**src/rtl/bus_hold_tx.sv**
```systemverilog
// Source-domain sender that keeps each driven bus word stable for at least HOLD_CYCLES clocks.
// Optional BUS_HOLD_TX_COALESCE_EN: accept during HOLD and forward the latest value back-to-back.
module bus_hold_tx #(
    parameter int WIDTH       = 4,
    parameter int HOLD_CYCLES = 8
) (
    input  logic             clk,
    input  logic             rst,
    input  logic [WIDTH-1:0] data_in,
    input  logic             in_valid,
    output logic             in_ready,
    output logic [WIDTH-1:0] data_out,
    output logic             upd_toggle,
    output logic             busy
);
    localparam int CW = (HOLD_CYCLES > 2) ? $clog2(HOLD_CYCLES) : 1;
    localparam logic [CW-1:0] RELOAD = CW'(HOLD_CYCLES - 1);

    if (HOLD_CYCLES < 4 || HOLD_CYCLES > 256) begin : g_bad_hold
        $error("bus_hold_tx: HOLD_CYCLES must be in 4..256");
    end

    typedef enum logic {IDLE, HOLD} state_t;

    state_t          state;
    logic [CW-1:0]   cnt;
    logic            hs;

    // Handshake: a word transfers on any cycle where in_valid && in_ready.
    assign hs = in_valid && in_ready;

`ifdef BUS_HOLD_TX_COALESCE_EN
    logic [WIDTH-1:0] pend;
    logic             pend_valid;
    logic [WIDTH-1:0] cand;
    logic             cand_valid;

    assign in_ready = 1'b1;

    // A handshake on the final hold cycle beats whatever is already pending.
    always_comb begin
        cand       = pend;
        cand_valid = pend_valid;
        if (hs) begin
            cand       = data_in;
            cand_valid = 1'b1;
        end
    end
`else
    assign in_ready = (state == IDLE);
`endif

    always_ff @(posedge clk) begin
        if (rst) begin
            state      <= IDLE;
            cnt        <= '0;
            data_out   <= '0;
            upd_toggle <= 1'b0;
            busy       <= 1'b0;
`ifdef BUS_HOLD_TX_COALESCE_EN
            pend       <= '0;
            pend_valid <= 1'b0;
`endif
        end else begin
            case (state)
                IDLE: begin
                    if (hs && (data_in != data_out)) begin
                        data_out   <= data_in;
                        upd_toggle <= ~upd_toggle;
                        busy       <= 1'b1;
                        cnt        <= RELOAD;
                        state      <= HOLD;
                    end
                end
                HOLD: begin
                    if (cnt == '0) begin
`ifdef BUS_HOLD_TX_COALESCE_EN
                        pend_valid <= 1'b0;
                        if (cand_valid && (cand != data_out)) begin
                            data_out   <= cand;
                            upd_toggle <= ~upd_toggle;
                            cnt        <= RELOAD;
                        end else begin
                            state <= IDLE;
                            busy  <= 1'b0;
                        end
`else
                        state <= IDLE;
                        busy  <= 1'b0;
`endif
                    end else begin
                        cnt <= cnt - 1'b1;
`ifdef BUS_HOLD_TX_COALESCE_EN
                        if (hs) begin
                            pend       <= data_in;
                            pend_valid <= 1'b1;
                        end
`endif
                    end
                end
                default: state <= IDLE;
            endcase
        end
    end
endmodule

```
**config.mk**
```make
export PLATFORM = sky130hd
export DESIGN_NAME = bus_hold_tx
export DESIGN_NICKNAME = d
export VERILOG_FILES = /design/src/rtl/bus_hold_tx.sv
export SDC_FILE = /design/constraint.sdc
export NUM_CORES = 1
export LEC_CHECK = 0
export CORE_AREA = 2 2 39 41
export DETAILED_ROUTE_END_ITERATION = 8
export DIE_AREA = 0 0 41 43
export GPL_TIMING_DRIVEN = 1
export PLACE_DENSITY = 0.66
export SLEW_MARGIN = 20
export SYNTH_ARGS = -nofsm -noshare
export SYNTH_HDL_FRONTEND = slang
export SYNTH_SLANG_ARGS = --single-unit
export TNS_END_PERCENT = 30
```
**constraint.sdc**
```tcl
create_clock -name clk -period 1.4 [get_ports clk]
set_input_delay 0.28 -clock clk [delete_from_list [all_inputs] [get_ports clk]]
set_output_delay 0.28 -clock clk [all_outputs]
set_load 0.02 [all_outputs]
```
# --- Word-level counts from Yosys, hierarchy flattened ---
# Index checks and enable logic that the tools add are counted.
# Widths: inputs -> output; s select.
classes:
  n_addsub: 1
  eq_ne: 4
  n_mux: 9
  n_bitwise: 2
  n_reduce_logical: 6
ops:
  columns: ["cell", "n"]
  rows:
  - ["$mux 3", 2]
  - ["$pmux 3 s2", 1]
  - ["$reduce_and 2->1", 3]
  - ["$mux 1", 4]
  - ["$ne 2x1->1 const B", 2]
  - ["$ne 4x4->1", 1]
  - ["$pmux 1 s2", 2]
  - ["$logic_not 3->1", 1]
  - ["$sub 3x1->3 const B", 1]
  - ["$logic_and 1x1->1", 2]
  - ["$ne 2x2->1 const B", 1]
  - ["$not 1->1", 2]
word_totals:
  reg_bits: 10
  inputBits: 7
  out_inout_bits: 7
  word_cells: 27

# --- Depth between registers and ports, before layout ---
# Gate-level depths: netlist of the first run.
logic_depth:
  word_depth: 5
  mapped_depth: 5
  ltp_nobuf: 5

# --- Worst setup path before layout of the first run ---
# Ideal clock, no wire load.
synth_timing:
  kind: "reg-to-reg"
  from: "register data_out[0]"
  to: "register upd_toggle"
  setup_ps: 121
  arrival_time_ps: 1387
  t_required_ps: 1279
  setup_slack_ps: -108
  stages_incl_launch_ff: 4
  n_path_buf: 0
  period_less_slack_ps: 1508
  path_cell_list: "dfxtp_1 xor2_1 o41ai_4 mux2_4"
synth_via:
  elab_chain_len: 3
synth_lines:
  columns: ["item", "line_no", "rtl"]
  rows:
  - ["from (decl)", "12", "output logic [WIDTH-1:0] data_out,"]
  - ["from (signal assigned)", "68", "data_out <= data_in;"]
  - ["$ne 4x4->1", "67", "if (hs && (data_in != data_out)) begin"]
  - ["$logic_and 1x1->1", "67", null]
  - ["$reduce_and 2->1 (no source line)", null, null]
  - ["to (signal assigned)", "69", "upd_toggle <= ~upd_toggle;"]
  - ["to (decl)", "13", "output logic upd_toggle,"]
# No other way between the ends.
# A chain may end at the register's enable or synchronous reset.

# --- Worst setup path in the final report of the first run ---
layout_timing:
  from: "input data_in[0]"
  to: "register upd_toggle"
layout_via:
  elab_chain_len: 3
layout_lines:
  columns: ["item", "line_no", "rtl"]
  rows:
  - ["from (decl)", "9", "input logic [WIDTH-1:0] data_in,"]
  - ["$ne 4x4->1", "67", null]
  - ["$logic_and 1x1->1", "67", null]
  - ["$reduce_and 2->1 (no source line)", null, null]
# No other way between the ends.

==> impl_results.md, run 1 <==
* Post-synthesis cell count at 47
* Non-filler cells, final at 81
* Final ANT Viol Nets at 0
* Initial drt markers at 2
* Final wirelength at 911 um
* Tcrit/Tclk final at 96.9%
* Worst setup EP type: flop
* Area Growth Syn to Fin at 48.4%
* Placeable core area at 0.00138 mm2
* Final Setup Violations at 0
* Yosys top cell area share at 42.1%
* Final min period at 1.36 ns
* All-Layer GR Usage at 12.0%
* Port bufs at 13
* R2r setup slk at 0.07 ns
* Status: finished clean
* Grt ovf at 0
* TritonRoute pass-1 iters at 4
* Pint at 0.000525 W
* Max FO, Critical Path at 2
* Mapped Area at 475 um2
* Hold_buf cts at 0
* Initial antenna violation count at 0
* TritonCTS buffer count at 3
* Reg power frac at 44.9%
* Nets at 76
* Crit path kind: input port to flop
* Die W at 41 um
* Setup Skew at 0.000577 ns
* Share of layout cells above drive strength 1 at 29.2%
* Area contributors post-synth: dfxtp_1 (42%), mux2i_1 (8.4%), xor2_1 (7.4%)
* Clock transition at path regs at 0.06 ns
* Starting Density at 34.4%
* Type of origin of the critical path: input port
* Post-synth top flop: dfxtp_1
* YS warnings at 0
* Clk pwr share at 25.3%
* Final worst setup slack at 0.0435 ns
* CTS root buffer: clkbuf_4
* H-tree levels at 1
* Reg2reg start: data_out[3]
* Reg2reg path depth at 3
* Worst Path Arrival at 1.51 ns
* Net switching power at 0.000231 W
* Die ar. at 0.00176 mm2
* Cells on Worst Hold Path at 3
* Vias in the first global route at 389
* Worst-Skew Late Latency at 0.26 ns
* RSZ-0062 raised after global routing: yes
* Pin count of the biggest net entering global routing at 9
* First-pass GRT wire length at 1.45 mm
* Worst IR drop on VDD at 0.447 mV
* Vias at 390
* Relative slew slack at 80.4%
* HP Class: input port to flop
* Asr flop ratio synth at 0%
* Pwr dens at 1070 mW/mm2
* Post-Place Cells at 78
* # rows at 14
* P_leak at 0.335 nW
* Leading area contributor after synthesis: dfxtp_1
* Die height at 43 um
* R2r endpoint: upd_toggle
* Hold endpoint: data_out[2]
* Place WS at -0.398 ns
* Post-synth net total at 56
* Worst-Margin Slew at 0.293 ns
* Post-synth top cells: dfxtp_1 (10), nor2_1 (5), inv_1 (4), mux2i_1 (4), xor2_1 (4)
* Pins Over Slew Limit at 0
* Count leader, synth: dfxtp_1
* EDFF count, synth at 0
* DR WL/cell at 11.2 um
* Final hold slack at 0.367 ns
* Post-DP HPWL at 706 um
* Register area share after synthesis at 42.1%
* Post-CTS setup buffer count at 0
* Clock sinks at 10
* #FFs+latches synth at 10
* Antenna diode count at 0
* Residual DRC at 0
* Post-DR vias/cell at 4.81
* Endpoints failing hold at 0
* CP required at 1.55 ns
* Post-synthesis average cell area at 10.1 um2
* Clock Path Buffers at 2
* Number of distinct library cells after synthesis at 19
* Io pins at 14
* Comb pwr share at 29.8%
* Max-cap check violation count at 0
* Hold Crit Start: data_in[2]
* Fmax at 737 MHz
* GPL Wtd Cong at 0.678
* CTS tree: done
* Final Util at 51.0%
* Net Sw Frac at 30.5%
## sequential cells by signal, indices dropped and copies added, names as in the netlist
| signal | flops |
|---|---|
| cnt | 3 |
| upd_toggle | 1 |
| state | 1 |
| data_out | 4 |
| busy | 1 |
## layer usage
metal,share of wire [%],vias up,wire length (um),global-route usage (%)
li1,-,192,-,-
met1,42,182,386,12.5
met2,50,14,451,20.6
met3,6.5,2,59,4.71
met4,1.4,0,13,4.00
met5,0,-,0,0
## layout by cell type (no fill, tap or decap), drive strengths merged
master / instances
dlymetal6s2s: 2
mux2: 1
buf: 4
o41ai: 1
nor2: 5
xor2: 4
dlygate4sd2: 8
a31oi: 2
a21oi: 3
nor2b: 2
dfxtp: 10
nand2b: 1
clkbuf: 3
o21ai: 1
xnor2: 1
ha: 2
mux2i: 4
nand2: 1
clkdlybuf4s50: 3
inv: 4
a31o: 2
a221oi: 1
## metrics by stage
step | setup TNS, ns | total power (W) | area (um2)
6_report | 0 | 0.000756 | 706
4_1_cts | -0.338 | 0.000759 | 683
3_5_place_dp | -2.87 | 0.000583 | 671
5_1_grt | -0.0104 | 0.000807 | 706
3_3_place_gp | -2.68 | 0.000578 | 671
2_1_floorplan | -0.0229 | 0.000490 | 499
## worst max path at each step
| stage | from | endpoint | slack (ns) | cells after the start |
|---|---|---|---|---|
| floorplan | data_out[3] | upd_toggle | -0.02 | 3 |
| global route | data_in[0] | cnt[2] | -0.01 | 5 |
| detailed placement | data_in[3] | upd_toggle | -0.40 | 4 |
| global placement | data_in[3] | upd_toggle | -0.37 | 4 |
| CTS | data_in[0] | upd_toggle | -0.1 | 4 |
| finish | data_in[0] | upd_toggle | 0.04 | 4 |
## layout make-up
class	count	area (um2)
Clock buffer	3	22.5
Fill cell	136	678
Tap cell	16	20.0
Multi-Input combinational cell	31	284
Sequential cell	10	209
Timing Repair Buffer	17	155
Inverter	4	15.0
## kinds of logic (layout without fill, tap and decap cells)
logic type / after synthesis / in the layout / share of synthesized area (%)
AOI/OAI and AO/OA: 10 / 10 / 18.2
DFF: 10 / 10 / 42.1
and+or+nand+nor: 9 / 9 / 8.68
buffers and inverters: 6 / 24 / 5.00
xor gates and xnor gates: 5 / 5 / 9.21
muxes: 5 / 5 / 11.6
adders and majority gates: 2 / 2 / 5.26
## power groups by stage
| stage | Combinational, W | Clock, W | Sequential (W) |
|---|---|---|---|
| after CTS | 0.000226 | 0.000195 | 0.000338 |
| after detailed placement | 0.000238 | 0 | 0.000345 |
| after floorplan | 0.000127 | 0 | 0.000363 |
| after global routing | 0.000247 | 0.000216 | 0.000345 |
| after global placement | 0.000234 | 0 | 0.000344 |
| final | 0.000225 | 0.000192 | 0.000339 |
## timing repair
action | in CTS | in global routing
setup endpoints to repair | 13 | 6
pin swaps | 1 | 1
gates resized for setup | 8 | 5
## critical path, stage by stage
cell and delay [ns]:
clkdlybuf4s50_1 0.46, xor2_2 0.18, o41ai_4 0.26, mux2_4 0.33
Power figures use the tool's default switching activity.
==> run 2: changes to the inputs <==
--- a/config.mk
+++ b/config.mk
@@ -9,7 +9,6 @@
 export DETAILED_ROUTE_END_ITERATION = 8
 export DIE_AREA = 0 0 41 43
 export GPL_TIMING_DRIVEN = 1
-export PLACE_DENSITY = 0.66
 export SLEW_MARGIN = 20
 export SYNTH_ARGS = -nofsm -noshare
 export SYNTH_HDL_FRONTEND = slang
==> constraint.sdc (replaced) <==
create_clock -name clk -period 1.6 [get_ports clk]
set_input_delay 0.32 -clock clk [delete_from_list [all_inputs] [get_ports clk]]
set_output_delay 0.32 -clock clk [all_outputs]
set_load 0.02 [all_outputs]
==> run 2 against run 1 <==
Compared with the run above:
- utilization fell by 1.4 points
- highest routed layer unchanged
- critical endpoint is now upd_toggle
- cell count is the same
- clock skew rose by 0.0012 ns
- largest cell class unchanged
- global-route usage fell by 0.39 points
- combinational power fell by 15%
- hold slack improved by 0.11 ns
==> impl_results.md, run 2 (synthesis gave the netlist of run 1 again) <==
* Status: finished clean
* Pin count of the biggest net entering global routing at 9 (unchanged)
* Reg2reg start: data_out[0]
* CTS tree: done
* Hold Crit Start: busy
* Pwr dens at 1040 mW/mm2 (-3.1%)
* Place WS at -0.177 ns (+0.222 ns)
* All-Layer GR Usage at 11.6% (-0.39 points)
* Fmax at 654 MHz
* Largest delay contributor family on the critical path: buffers and inverters
* Max stage delay on crit path at 0.61 ns (+0.15 ns)
* Max FO, Critical Path at 3 (+1)
* Starting Density at 34.4% (unchanged)
* CP Depth at 1 (-3)
* Port bufs at 13 (unchanged)
* Dpl cell area at 639 um2 (-4.7%)
* Clock Path Buffers at 2 (unchanged)
* Hold endpoint: busy
* P_leak at 0.355 nW (+6.0%)
* Nets at 75 (-1.3%)
* Post-DP HPWL at 654 um (-7.3%)
* Commonest non-fill, non-tap cells in the layout: dfxtp_1 (9), clkdlybuf4s50_1 (8), nor2_1 (5)
* Commonest non-fill, non-tap cell in the layout: dfxtp_1
* Grt ovf at 0 (unchanged)
* Final Util at 49.5% (-1.4 points)
* Cells on Worst Hold Path at 2 (-1)
* Type of origin of the critical path: flop
* Placeable core area at 0.00138 mm2 (unchanged)
* Worst Path Arrival at 1.21 ns (-0.30 ns)
* Crit path kind: flop to output port
* Final min period at 1.53 ns
* RSZ-0062 raised after global routing: no
* Area Growth Syn to Fin at 44.2%
* Crit-path slowest cell: clkdlybuf4s50_1
* Number of flip-flops in the largest register at 4 (unchanged)
* Worst-Margin Slew at 0.286 ns (-0.00698 ns)
* Vias at 382 (-2.1%)
* Largest register by flop count: data_out
* Pins Over Slew Limit at 0 (unchanged)
* CP required at 1.28 ns (-0.27 ns)
* Residual DRC at 0 (unchanged)
* Worst-Skew Late Latency at 0.26 ns (about the same)
* Final worst setup slack at 0.0704 ns (+0.0269 ns)
* Final ANT Viol Nets at 0 (unchanged)
* R2r setup slk at 0.27 ns (+0.20 ns)
* Reg2reg path depth at 3 (unchanged)
* Tcrit/Tclk final at 95.6%
* Largest registers: data_out (4), cnt (3)
* Hold_buf cts at 0 (unchanged)
* Io pins at 14 (unchanged)
* Post-DR vias/cell at 4.72 (-2.1%)
* Worst IR drop on VDD at 0.522 mV (+17%)
* CP Cell Sequence: clkdlybuf4s50_1
* Setup Skew at 0.00181 ns (+0.00123 ns)
* Antenna diode count at 0 (unchanged)
* Max-cap check violation count at 0 (unchanged)
* Initial antenna violation count at 0 (unchanged)
* Post-layout instance area at 686 um2 (-2.8%)
* Clock transition at path regs at 0.06 ns (about the same)
* R2r endpoint: upd_toggle
* Initial drt markers at 2 (unchanged)
* Die W at 41 um (unchanged)
* TritonCTS buffer count at 3 (unchanged)
* # rows at 14 (unchanged)
* GPL Wtd Cong at 0.637 (-6.1%)
* Vias in the first global route at 347 (-11%)
* Final hold slack at 0.477 ns (+0.110 ns)
* Worst setup EP type: output port
* TritonRoute pass-1 iters at 2 (-2)
* HP Class: flop to flop
* Die ar. at 0.00176 mm2 (unchanged)
* Final wirelength at 843 um (-7.5%)
* CP Buf/Inv Count at 1 (unchanged)
* Relative slew slack at 80.9% (+0.47 points)
* Clock sinks at 10 (unchanged)
* CTS root buffer: clkbuf_4
* Post-CTS setup buffer count at 0 (unchanged)
* Worst Setup SP: upd_toggle
* Die height at 43 um (unchanged)
* H-tree levels at 1 (unchanged)
* Final Setup Violations at 0 (unchanged)
* Share of layout cells above drive strength 1 at 18.5% (-11 points)
* First-pass GRT wire length at 1.36 mm (-6.2%)
* Endpoints failing hold at 0 (unchanged)
* Final TNS setup at 0 ns (unchanged)
* DR WL/cell at 10.4 um (-7.5%)
-- run 2: cell type report --
type                    instances  area [um2]
clock buffers                   4        36.3
fillers                       143         698
inverters                       4        15.0
multi-input cells              31         251
flip-flops and latches         10         201
well taps                      16        20.0
repair buffers                 16         161
-- run 2: timing repair --
action | CTS | global route
endpoints found under the setup margin | 1 | 4
resized for setup | 2 | 4
gates cloned | 0 | 0
-- run 2: where the power goes --
group	internal, W	switching [W]	leakage [nW]
logic	0.0000979	0.0000934	0.251
clock network	0.000138	0.0000841	0.0210
registers	0.000278	0.0000204	0.0832
-- run 2: stage by stage --
step | power (W) | std cells
after floorplan | 0.000426 | 47
after global placement | 0.000499 | 77
after detailed placement | 0.000501 | 77
after CTS | 0.000731 | 81
after global routing | 0.000768 | 81
final | 0.000712 | 81
-- run 2: layer usage --
layer | part of all wire (%) | track usage [%] | up-vias
met4 | 1.8 | 8.00 | 0
li1 | - | - | 195
met5 | 0 | 0 | -
met3 | 5.7 | 3.14 | 2
met2 | 48 | 17.8 | 10
met1 | 45 | 13.2 | 175
-- run 2: worst max-delay path by stage --
| stage | end | slack (ns) |
|---|---|---|
| final | upd_toggle | 0.07 |
| after global routing | upd_toggle | 0.02 |
| after CTS | data_out[0] | 0.03 |
| after detailed placement | upd_toggle | -0.18 |
| after global placement | upd_toggle | -0.16 |
| after floorplan | upd_toggle | 0.09 |
